--- src/rtl/game_fsm.sv ---
// Frogger game state controller: start debounce, IDLE/RUNNING/P1_WINS/CLEANUP sequencing, lives.
// Define GAME_FSM_BLINK_EN to blink the lives LEDs during invulnerability and after a loss.
module game_fsm #(
    parameter int unsigned c_LIVES          = 3,
    parameter int unsigned c_DEBOUNCE       = 250000,
    parameter int unsigned c_RESPAWN_CYCLES = 25000000,
    parameter int unsigned c_WIN_SCORE      = 10
) (
    input  logic       i_Clk,
    input  logic       i_Rst_L,
    input  logic       i_Game_Start,
    input  logic       i_Collided,
    input  logic [6:0] i_Score,
    output logic [1:0] o_State,
    output logic       o_Game_Active,
    output logic       o_Respawn,
    output logic       o_Invuln,
    output logic [1:0] o_Lives,
    output logic       o_LED_2,
    output logic       o_LED_3,
    output logic       o_LED_4
);

    localparam logic [1:0] ST_IDLE    = 2'b00;
    localparam logic [1:0] ST_RUNNING = 2'b01;
    localparam logic [1:0] ST_P1_WINS = 2'b10;
    localparam logic [1:0] ST_CLEANUP = 2'b11;

    localparam int unsigned DB_W  = $clog2(c_DEBOUNCE + 1);
    localparam int unsigned TMR_W = $clog2(c_RESPAWN_CYCLES + 1);

    localparam logic [DB_W-1:0]  DB_LAST    = DB_W'(c_DEBOUNCE - 1);
    localparam logic [TMR_W-1:0] TMR_LAST   = TMR_W'(c_RESPAWN_CYCLES - 1);
    localparam logic [7:0]       WIN_SCORE  = 8'(c_WIN_SCORE);
    localparam logic [1:0]       LIVES_INIT = 2'(c_LIVES);
    localparam logic [2:0]       LEDS_INIT  = {c_LIVES >= 32'd3, c_LIVES >= 32'd2,
                                               c_LIVES >= 32'd1};

    logic            sync1_q, sync2_q;
    logic            db_level_q, db_prev_q, start_pulse_q;
    logic [DB_W-1:0] db_cnt_q;
    logic            col_prev_q;

    logic [1:0]       state_q, state_d;
    logic [1:0]       lives_q, lives_d;
    logic             invuln_q, invuln_d;
    logic [TMR_W-1:0] timer_q, timer_d;
    logic             respawn_q, respawn_d;
    logic             active_q;
    logic [2:0]       leds_q, leds_d, therm_d;

    logic start_evt, col_evt, win;

    assign start_evt = start_pulse_q;
    assign col_evt   = i_Collided & ~col_prev_q;
    assign win       = ({1'b0, i_Score} >= WIN_SCORE);

    // Start button: synchronize, debounce, then one registered pulse per debounced rise.
    always_ff @(posedge i_Clk or negedge i_Rst_L) begin
        if (!i_Rst_L) begin
            sync1_q       <= 1'b0;
            sync2_q       <= 1'b0;
            db_level_q    <= 1'b0;
            db_cnt_q      <= '0;
            db_prev_q     <= 1'b0;
            start_pulse_q <= 1'b0;
            col_prev_q    <= 1'b0;
        end else begin
            sync1_q       <= i_Game_Start;
            sync2_q       <= sync1_q;
            db_prev_q     <= db_level_q;
            start_pulse_q <= db_level_q & ~db_prev_q;
            col_prev_q    <= i_Collided;
            if (sync2_q != db_level_q) begin
                if (db_cnt_q == DB_LAST) begin
                    db_level_q <= sync2_q;
                    db_cnt_q   <= '0;
                end else begin
                    db_cnt_q <= db_cnt_q + DB_W'(1);
                end
            end else begin
                db_cnt_q <= '0;
            end
        end
    end

    // timer_q counts down the invulnerability window in RUNNING and up the dwell in CLEANUP.
    always_comb begin
        state_d   = state_q;
        lives_d   = lives_q;
        invuln_d  = invuln_q;
        timer_d   = timer_q;
        respawn_d = 1'b0;
        case (state_q)
            ST_IDLE: begin
                lives_d  = LIVES_INIT;
                invuln_d = 1'b0;
                timer_d  = '0;
                if (start_evt) begin
                    state_d   = ST_RUNNING;
                    respawn_d = 1'b1;
                end
            end
            ST_RUNNING: begin
                if (invuln_q) begin
                    if (timer_q == '0) invuln_d = 1'b0;
                    else               timer_d  = timer_q - TMR_W'(1);
                end
                if (win) begin
                    state_d  = ST_P1_WINS;
                    invuln_d = 1'b0;
                    timer_d  = '0;
                end else if (col_evt && !invuln_q) begin
                    if (lives_q <= 2'd1) begin
                        lives_d  = 2'd0;
                        state_d  = ST_CLEANUP;
                        invuln_d = 1'b0;
                        timer_d  = '0;
                    end else begin
                        lives_d   = lives_q - 2'd1;
                        respawn_d = 1'b1;
                        invuln_d  = 1'b1;
                        timer_d   = TMR_LAST;
                    end
                end
            end
            ST_P1_WINS: begin
                if (start_evt) begin
                    state_d = ST_CLEANUP;
                    timer_d = '0;
                end
            end
            ST_CLEANUP: begin
                if (timer_q == TMR_LAST) begin
                    state_d = ST_IDLE;
                    lives_d = LIVES_INIT;
                    timer_d = '0;
                end else begin
                    timer_d = timer_q + TMR_W'(1);
                end
            end
        endcase
    end

`ifdef GAME_FSM_BLINK_EN
    logic [20:0] blink_q, blink_d;
    assign blink_d = blink_q + 21'd1;

    always_ff @(posedge i_Clk or negedge i_Rst_L) begin
        if (!i_Rst_L) blink_q <= '0;
        else          blink_q <= blink_d;
    end
`endif

    always_comb begin
        therm_d = {lives_d >= 2'd3, lives_d >= 2'd2, lives_d >= 2'd1};
        leds_d  = therm_d;
`ifdef GAME_FSM_BLINK_EN
        // Phase bit low means lit, so the first half-period after reset shows the LEDs on.
        if (invuln_d) begin
            leds_d = therm_d & {3{~blink_d[20]}};
        end else if (state_d == ST_CLEANUP && lives_d == 2'd0) begin
            leds_d = {3{~blink_d[20]}};
        end
`endif
    end

    always_ff @(posedge i_Clk or negedge i_Rst_L) begin
        if (!i_Rst_L) begin
            state_q   <= ST_IDLE;
            lives_q   <= LIVES_INIT;
            invuln_q  <= 1'b0;
            timer_q   <= '0;
            respawn_q <= 1'b0;
            active_q  <= 1'b0;
            leds_q    <= LEDS_INIT;
        end else begin
            state_q   <= state_d;
            lives_q   <= lives_d;
            invuln_q  <= invuln_d;
            timer_q   <= timer_d;
            respawn_q <= respawn_d;
            active_q  <= (state_d == ST_RUNNING);
            leds_q    <= leds_d;
        end
    end

    assign o_State       = state_q;
    assign o_Game_Active = active_q;
    assign o_Respawn     = respawn_q;
    assign o_Invuln      = invuln_q;
    assign o_Lives       = lives_q;
    assign o_LED_2       = leds_q[0];
    assign o_LED_3       = leds_q[1];
    assign o_LED_4       = leds_q[2];

endmodule

--- config.mk ---
export PLATFORM = sky130hd
export DESIGN_NAME = game_fsm
export DESIGN_NICKNAME = d
export VERILOG_FILES = /design/src/rtl/game_fsm.sv
export SDC_FILE = /design/constraint.sdc
export NUM_CORES = 1
export LEC_CHECK = 0
export ABC_AREA = 1
export BUFFER_PORTS_ARGS = -buffer_cell sky130_fd_sc_hd__buf_4
export CAP_MARGIN = 20
export CORE_MARGIN = 1.5
export CORE_UTILIZATION = 57
export DETAILED_ROUTE_END_ITERATION = 10
export MAX_ROUTING_LAYER = met4
export PLACE_DENSITY = 0.88
export SYNTH_ARGS = -nofsm -noshare
export SYNTH_HDL_FRONTEND = slang
export SYNTH_SLANG_ARGS = --single-unit
--- constraint.sdc ---
create_clock -name i_Clk -period 1.8 [get_ports i_Clk]
set_input_delay 0.18 -clock i_Clk [delete_from_list [all_inputs] [get_ports i_Clk]]
set_output_delay 0.18 -clock i_Clk [all_outputs]
set_load 0.02 [all_outputs]
== Word-level counts from Yosys, hierarchy flattened ==
Cells that the tools add are included.

* Multipliers: 0
* $lt $le $gt $ge: 5
* Equality and inequality tests: 10
* Muxes and demuxes: 32
* Add/subtract/negate cells: 4
* Reductions and logical operators: 7
* Bitwise operators: 4
* Divide/modulo/power cells: 0
* Shifts and indexed selects: 0

{| class="wikitable"
|+ Operator list
! operator !! count
|-
| $mux 25 || 7
|-
| $pmux 25 s4 || 1
|-
| $mux 18 || 2
|-
| $add 25x1->25 const B || 1
|-
| $eq 25x25->1 const B || 1
|-
| $logic_not 25->1 || 1
|-
| $sub 25x1->25 const B || 1
|-
| $mux 2 || 10
|-
| $add 18x1->18 const B || 1
|-
| $eq 18x18->1 const B || 1
|-
| $mux 1 || 8
|-
| $ne 4x4->1 const B || 2
|-
| $pmux 2 s4 || 1
|-
| $ge 7x4->1 const B || 1
|-
| $pmux 2 s3 || 1
|-
| $eq 2x1->1 const B || 2
|-
| $eq 2x2->1 const B || 2
|-
| $ge 2x2->1 const B || 2
|-
| $pmux 1 s2 || 2
|-
| $reduce_and 3->1 || 1
|-
| $and 1x1->1 || 2
|-
| $ge 2x1->1 const B || 1
|-
| $le 2x1->1 const B || 1
|-
| $logic_not 2->1 || 1
|-
| 8 further kinds || 9
|}

* Bits of input ports: 11
* ROM bits: 0
* Register bits after elaboration: 59
* RAM bits: 0
* Memories: 0
* Latch bits: 0
* Output and inout bits: 10

== Depth between registers and ports, before layout ==
Gate-level depths: netlist of run 1.

* Depth in word-level cells: 7
* Gate-level depth with buffers: 12

== Worst setup path after synthesis of run 1 ==
Ideal clock, no wire load.

* Path kind: flip-flop to flip-flop
* From: register timer_q[0]
* To: register timer_q[18]
* Setup slack: 0.146 ns
* Data required time: 1.684 ns
* Arrival time: 1.537 ns
* Cell stages (with the launch flop): 12
* Setup time: 0.116 ns
* Clock period less this slack: 1.654 ns
* Cells stage by stage: dfrtp_1 > ha_1 > nand2_1 > nor2_1 > nand3_1 > nor2_2 > nor2_4 > buf_4 > nand3_1 > nand2_1 > nand2_1 > nand2_1

* Longest elaborated chain between the ends: 6
* Elaborated cells between the ends (all ways): 12

{| class="wikitable"
|+ RTL lines
! item !! line !! text
|-
| from (decl) || 47 || <nowiki>logic [TMR_W-1:0] timer_q, timer_d;</nowiki>
|-
| from (signal assigned) || 181 || <nowiki>timer_q <= timer_d;</nowiki>
|-
| $sub 25x1->25 || 107 || <nowiki>else timer_d = timer_q - TMR_W'(1);</nowiki>
|-
| $mux 25 || 106 || <nowiki>if (timer_q == '0) invuln_d = 1'b0;</nowiki>
|-
| $mux 25 || 105 || <nowiki>if (invuln_q) begin</nowiki>
|-
| $mux 25 || 113 || <nowiki>end else if (col_evt && !invuln_q) begin</nowiki>
|-
| $mux 25 || 109 || <nowiki>if (win) begin</nowiki>
|-
| $pmux 25 s4 || 94 || <nowiki>case (state_q)</nowiki>
|}

Several ways; a longest one is shown, not always the timed one. The select of a mux whose other input is x is not followed.
A chain may end at the register's enable or synchronous reset.

== Worst setup path after layout of run 1 ==
* From: register timer_q[1]
* To: register timer_q[3]

Same word-level chain as after synthesis.

==> metrics.txt, run 1 <==
syn nets=around 710; pin count of the biggest net entering global routing=60; synth unique cells=41; max-slew violations=0; CTS buffer count=9; #FFs+latches synth=between 50 and 60; Post-Synth Adder-Cell Area=0.0110; hold path startpoint=i_Score[3]; clock root cell=clkbuf_8; initial antenna violation count=0; Critical R2R Capture=timer_q[3]$_DFFE_PN0P_; num ports=21; initial DRC count=527; full die area=0.00850 mm²; gr ovfl total=0; largest cells by area after synthesis=dfrtp_1 (30%), nand2_1 (19%), nand3_1 (7.3%); WP data required=2040 ps; area leader, netlist=dfrtp_1; core area=between 0.007 and 0.008 mm²; DR vias/cell=5.86; mux cell area share after synthesis=0; Fillers=554; crit path to=timer_q[3]$_DFFE_PN0P_; ANT nets after route=0; Final Util=0.723; worst setup path start=timer_q[1]$_DFFE_PN0P_; share of cells above drive strength 1=0.252; Detailed Routing Iterations Pass 1=5; Max-slew headroom=0.482; R2R depth=12; cell count after synthesis=693; Die H=approximately 90 µm; status=completed; # H-tree levels=3; WP buf/inv=2; RSZ-0062 raised after global routing=true; Final Critical Period=1760 ps; register area share after synthesis=0.327; port bufs=19; WS Path Type=reg2reg; synthesis-to-finish area growth=23.1%; Reg2Reg Setup Slack=approximately 36 ps; Vias=between 5000 and 6000; all-layer global routing usage=0.335; worst r2r src=timer_q[1]$_DFFE_PN0P_; Slew @ Worst Pin=777 ps; CP Cell Sequence=inv_2 -> ha_4 -> nand3_2 -> nor2_2 -> nand3_2 -> nand2_2 -> nand2_4 -> nand2_8 -> nor2_4 -> buf_12 -> nand2_1 -> nand2_1; CTS clk-pin slew, worst paths=70 ps; CP Max Fanout=12; Nets=approximately 780; Skew-Pair Late Insertion Delay=350 ps; final hold viol count=0; Crit path depth=12; vias in the first global route=4626; period utilization=0.980; kind of cell adding the most delay to the critical path=simple AND/OR/NAND/NOR gates; largest family of logic cells by synthesized area=simple AND/OR/NAND/NOR gates; fmax=0.567 GHz; Residual DRC=0; Startpoint Class=flip-flop; Synth Area in Simple Gates=0.454; delay of the slowest critical-path stage=440 ps; Inserted Diodes=0; Setup-failing EPs final=0; Layout Cells excl Fill=between 800 and 900; Overall Power=3.18 mW; DP Cell Count=838; row cnt=32; post-DR wirelength/cell=about 16 µm; Leak Pwr=2.77 nW; Critical Path Slowest Stage Cell=dfrtp_1; hold_ws=277 ps; WP data arrival=around 2000 ps; Max VDD drop=between 0.0005 and 0.0006 V; CP endpoint kind=flip-flop; GP Congestion=0.994; yosys warns=0; Syn Area/Cell=6.54 µm²; dpl hpwl=9570 µm; final WL=~14000 µm; Max-cap violations=0; power per cell area=569 mW/mm²; Compound-Gate Fraction of Synth Area=0.0560; post-synthesis cell area=0.00454 mm²; chip width=slightly above 90 µm; Synth top area share=0.298; CTS tree=yes; xor-xnor portion of the synthesized cell area=0.0406; Setup Skew=10.7 ps; CTS Sinks=59; first-pass GRT wire length=21700 µm; Starting Density=0.587; worst hold path class=in2reg; deepest clock path buffer count=2
## Yosys cell counts (all sizes together)
library cell	instances
nor4	2
o21ai	35
clkbuf	1
a22oi	1
nand3	67
nor2	109
nand3b	2
inv	79
ha	4
o21bai	1
o211ai	1
nand4	22
dfrtp	54
nor3	11
clkinv	1
and2	1
xnor2	2
o22ai	3
buf	24
nand2	240
a21oi	6
dfstp	5
or2	2
nor3b	1
xor2	19
## worst min path at each step
stage                              endpoint  slack, ps  depth (start not counted)
detailed placement        sync1_q$_DFF_PN0_        290                          1
finish                  o_Respawn$_DFF_PN0_        280                          4
global route            o_Respawn$_DFF_PN0_        290                          4
global placement    timer_q[23]$_DFFE_PN0P_        290                          1
CTS                     o_Respawn$_DFF_PN0_        270                          4
floorplan              col_prev_q$_DFF_PN0_       -120                          0
## area by class of cell
cell class,count,area [µm²],share of cell area
timing repair buffer,84,702,0.126
multi-input combinational,530,2750,0.491
clock buffer,10,138,0.0246
inverter,80,303,0.0542
clock inverter,6,72.6,0.0130
tap,102,128,0.0228
sequential,59,1500,0.268
## flip-flops by register name, indices dropped and copies added, names as in the netlist, 2 cells and up
signal    cells
o_State       2
db_cnt_q     18
timer_q      25
leds_q        3
o_Lives       2
## cell usage in the layout, fill, tap and decap left out, drive strengths merged
| master | instances |
|---|---|
| ha | 4 |
| buf | 79 |
| clkbuf | 12 |
| a21oi | 6 |
| dfrtp | 54 |
| o211ai | 1 |
| xor2 | 19 |
| o21ai | 35 |
| nand3 | 67 |
| nor4 | 2 |
| and2 | 1 |
| bufinv | 1 |
| nand4 | 22 |
| xnor2 | 2 |
| nand3b | 2 |
| nor3 | 11 |
| a22oi | 1 |
| o22ai | 3 |
| nand2 | 240 |
| clkinvlp | 1 |
| nor2 | 110 |
| o21bai | 1 |
| inv | 81 |
| clkinv | 3 |
| nor3b | 1 |
| or2 | 2 |
| dfstp | 5 |
| dlygate4sd3 | 3 |
## metal layers
layer	wire length, µm	vias to the layer above	global-route usage
li1	-	2322	-
met1	5560	2381	0.414
met2	6920	345	0.538
met3	1320	56	0.0605
met4	446	0	0.145
met5	0	-	-
## power by group
part | total, mW | switching (mW) | internal [mW]
logic | 0.517 | 0.302 | 0.215
clock network | 1.30 | 0.608 | 0.691
registers | 1.36 | 0.0199 | 1.34
## logic make-up (layout without fill, tap and decap cells)
kind of cell,count (synthesis),after routing
xor gates and xnor gates,21,21
and+or+nand+nor,457,458
buffers and inverters,105,180
AOI/OAI and AO/OA,47,47
DFF,59,59
adders and majority gates,4,4
## metrics by stage
stage	cell area, µm²	TNS [ps]	setup WS, ps
after floorplan	4540	0	146
after global placement	5000	0	11.4
after detailed placement	5000	-451	-62.6
after CTS	5250	0	8.06
after global routing	5590	-560	-103
final	5590	0	36.0
## worst register-to-register path: cells and delay by family, from the launching register on
family	cells	cell delay [ps]
buf+inv	2	280
simple gates	9	790
fa+ha+maj	1	140
flops	1	440
## repair_timing
| action | CTS | global route |
|---|---|---|
| resized for setup | 5 | 65 |
| hold buffers | 3 | 0 |
| hold endpoints to repair | 56 | 0 |
| pin swaps | 1 | 21 |
| cloned | 0 | 2 |
| setup buffers | 0 | 13 |
| endpoints found under the setup margin | 15 | 42 |
(Power assumes the default switching activity.)
==> inputs of run 2 (changes only) <==
--- a/config.mk
+++ b/config.mk
@@ -6,13 +6,13 @@
 export NUM_CORES = 1
 export LEC_CHECK = 0
 export ABC_AREA = 1
-export BUFFER_PORTS_ARGS = -buffer_cell sky130_fd_sc_hd__buf_4
 export CAP_MARGIN = 20
 export CORE_MARGIN = 1.5
 export CORE_UTILIZATION = 57
 export DETAILED_ROUTE_END_ITERATION = 10
+export DONT_BUFFER_PORTS = 1
 export MAX_ROUTING_LAYER = met4
-export PLACE_DENSITY = 0.88
+export PLACE_DENSITY = 0.85
 export SYNTH_ARGS = -nofsm -noshare
 export SYNTH_HDL_FRONTEND = slang
 export SYNTH_SLANG_ARGS = --single-unit
==> run 2 against run 1 <==
Effect of this change: clock-buffer cell count decreased by 1; hold slack got worse by 120 ps; cell count decreased by 1.3%; sequential power about the same.
==> metrics.txt, run 2 (synthesized netlist as in run 1, its figures left out) <==
Vias=4928 (-3.4%); Max-slew headroom=0.691 (+0.209); max-slew violations=0 (unchanged); DR vias/cell=5.73 (-2.2%); Fillers=575 (+3.8%); CTS buffer count=9 (unchanged); Slew @ Worst Pin=463 ps (-314 ps); first-pass GRT wire length=21600 µm (-0.13%); Leak Pwr=2.67 nW (-3.4%); RSZ-0062 raised after global routing=true; initial antenna violation count=0 (unchanged); multi-input logic area=0.00269 mm² (-2.0%); CP Cell Sequence=ha_2 -> nand2_4 -> nor2_4 -> nand3_4 -> nor2_4 -> nand4_1 -> o21ai_1 -> nand2_1 -> nor2_1; pin count of the biggest net entering global routing=60 (unchanged); WHS Endpoint=o_Respawn$_DFF_PN0_; vias in the first global route=4606 (-0.43%); Overall Power=3.18 mW (about the same); post-place setup slack=-103 ps (-40.3 ps); delay of the slowest critical-path stage=370 ps (-70 ps); initial DRC count=515 (-2.3%); largest registers=timer_q: 25 flops, db_cnt_q: 18 flops, leds_q: 3 flops; Startpoint Class=flip-flop; kind of cell adding the most delay to the critical path=simple AND/OR/NAND/NOR gates; Worst Hold Depth=3 (-1); GP Congestion=1.00 (+0.71%); DP Area=0.00490 mm² (-2.0%); power per cell area=582 mW/mm² (+2.2%); R2R depth=9 (-3); commonest non-fill, non-tap cell in the layout=nand2_1; CP endpoint kind=flip-flop; deepest clock path buffer count=2 (unchanged); core area=0.00773 mm² (unchanged); port bufs=0 (-19); status=completed; post-DR wirelength/cell=16.2 µm (-1.2%); final hold viol count=0 (unchanged); dpl hpwl=9570 µm (about the same); final instance area=0.00547 mm² (-2.1%); chip width=92.2 µm (unchanged); Max VDD drop=0.000599 V (+9.8%); CP most frequent cell=nor2_4; all-layer global routing usage=0.334 (-0.000969); Final Critical Period=1770 ps (+9.19 ps); Skew-Pair Late Insertion Delay=350 ps (about the same); Setup-failing EPs final=0 (unchanged); worst r2r src=db_cnt_q[1]$_DFF_PN0_; clock root cell=clkbuf_8; WP data arrival=2060 ps (+50 ps); num ports=21 (unchanged); synthesis-to-finish area growth=20.6%; CTS tree=yes; Nets=768 (-1.4%); Reg area=0.00150 mm² (+0.42%); WP buf/inv=0 (-2); fmax=0.564 GHz (-0.52%); CTS clk-pin slew, worst paths=80 ps (about the same); Detailed Routing Iterations Pass 1=5 (unchanged); Critical R2R Capture=db_cnt_q[12]$_DFF_PN0_; final WL=13900 µm (-2.4%); Starting Density=0.587 (unchanged); largest reg by FF count=timer_q; hold path startpoint=i_Score[3]; Setup Skew=12.0 ps (+1.33 ps); row cnt=32 (unchanged); Setup WS post-layout=26.8 ps (-9.19 ps); hold_ws=158 ps (-119 ps); Critical Path Slowest Stage Cell=dfrtp_1; WS Path Type=reg2reg; WP data required=2080 ps (+40 ps); ANT nets after route=0 (unchanged); Max-cap violations=0 (unchanged); max FFs per register=25 (unchanged); # H-tree levels=3 (unchanged); share of cells above drive strength 1=0.243 (-0.00953); Die H=92.2 µm (unchanged); Reg2Reg Setup Slack=30 ps (about the same); full die area=0.00850 mm² (unchanged); commonest cells after routing, fill and taps aside=nand2_1 (225), nor2_1 (75), inv_1 (66); period utilization=0.985 (+0.00511); CTS Sinks=59 (unchanged); worst hold path class=in2reg; Residual DRC=0 (unchanged); Inserted Diodes=0 (unchanged); gr ovfl total=0 (unchanged); CP Max Fanout=5 (-7)
## run 2: cell count changes in the layout (fill, tap and decap cells not counted), moves of 3 or more
cell     previous run  this run
inv_6               2         5
dfrtp_2            12        17
nand2_4             6         3
nand2_2             6        11
nor2_1             71        75
dfrtp_1            42        37
nor2_2             23        18
buf_4              73        64
## run 2: timing repair
action                                  CTS  global route
hold buffers                              4             0
cloned                                    0             2
endpoints found under the hold margin    61             0
gates resized for setup                   4            63
buffers inserted                          0            15
pin swaps                                 0            16
endpoints found under the setup margin   26            40
## run 2: worst max-delay path by stage
stage,start,endpoint,slack (ps),cells after the start
final,db_cnt_q[1]$_DFF_PN0_,db_cnt_q[12]$_DFF_PN0_,30,9
after detailed placement,timer_q[8]$_DFFE_PN0P_,timer_q[22]$_DFFE_PN0P_,-100,10
after global routing,db_cnt_q[0]$_DFF_PN0_,db_cnt_q[17]$_DFF_PN0_,-80,9
after global placement,timer_q[8]$_DFFE_PN0P_,timer_q[7]$_DFFE_PN0P_,-40,10
after CTS,timer_q[4]$_DFFE_PN0P_,timer_q[17]$_DFFE_PN0P_,1,11
after floorplan,timer_q[0]$_DFFE_PN0P_,timer_q[18]$_DFFE_PN0P_,150,11
## run 2: layout make-up
| class | count | share of cell area |
|---|---|---|
| clock inverters | 7 | 0.0149 |
| inverters | 80 | 0.0563 |
| well taps | 102 | 0.0233 |
| multi-input cells | 530 | 0.492 |
| flip-flops and latches | 59 | 0.275 |
| clock buffers | 9 | 0.0226 |
| repair buffers | 73 | 0.116 |
## run 2: power breakdown
group	internal [mW]	switching, mW	total [mW]
Sequential	1.34	0.0199	1.36
Combinational	0.191	0.288	0.479
Clock	0.662	0.677	1.34
## run 2: worst min-delay path, cell delays in order
cell and delay (ps):
a21oi_2 60, nand4_1 150, nand2_1 80
## run 2: layer usage
metal,wire length [µm],GRT usage,vias up
met5,0,-,-
met4,357,0.105,0
met3,1370,0.0688,35
met2,6550,0.538,274
met1,5640,0.423,2305
li1,-,-,2314
## run 2: through the flow
| step | instances | TNS (ps) | utilization |
|---|---|---|---|
| floorplan | 693 | 0 | - |
| global placement | 823 | -351 | 0.634 |
| detailed placement | 823 | -1100 | 0.634 |
| CTS | 843 | 0 | 0.670 |
| global route | 860 | -312 | 0.708 |
| finish | 860 | 0 | 0.708 |
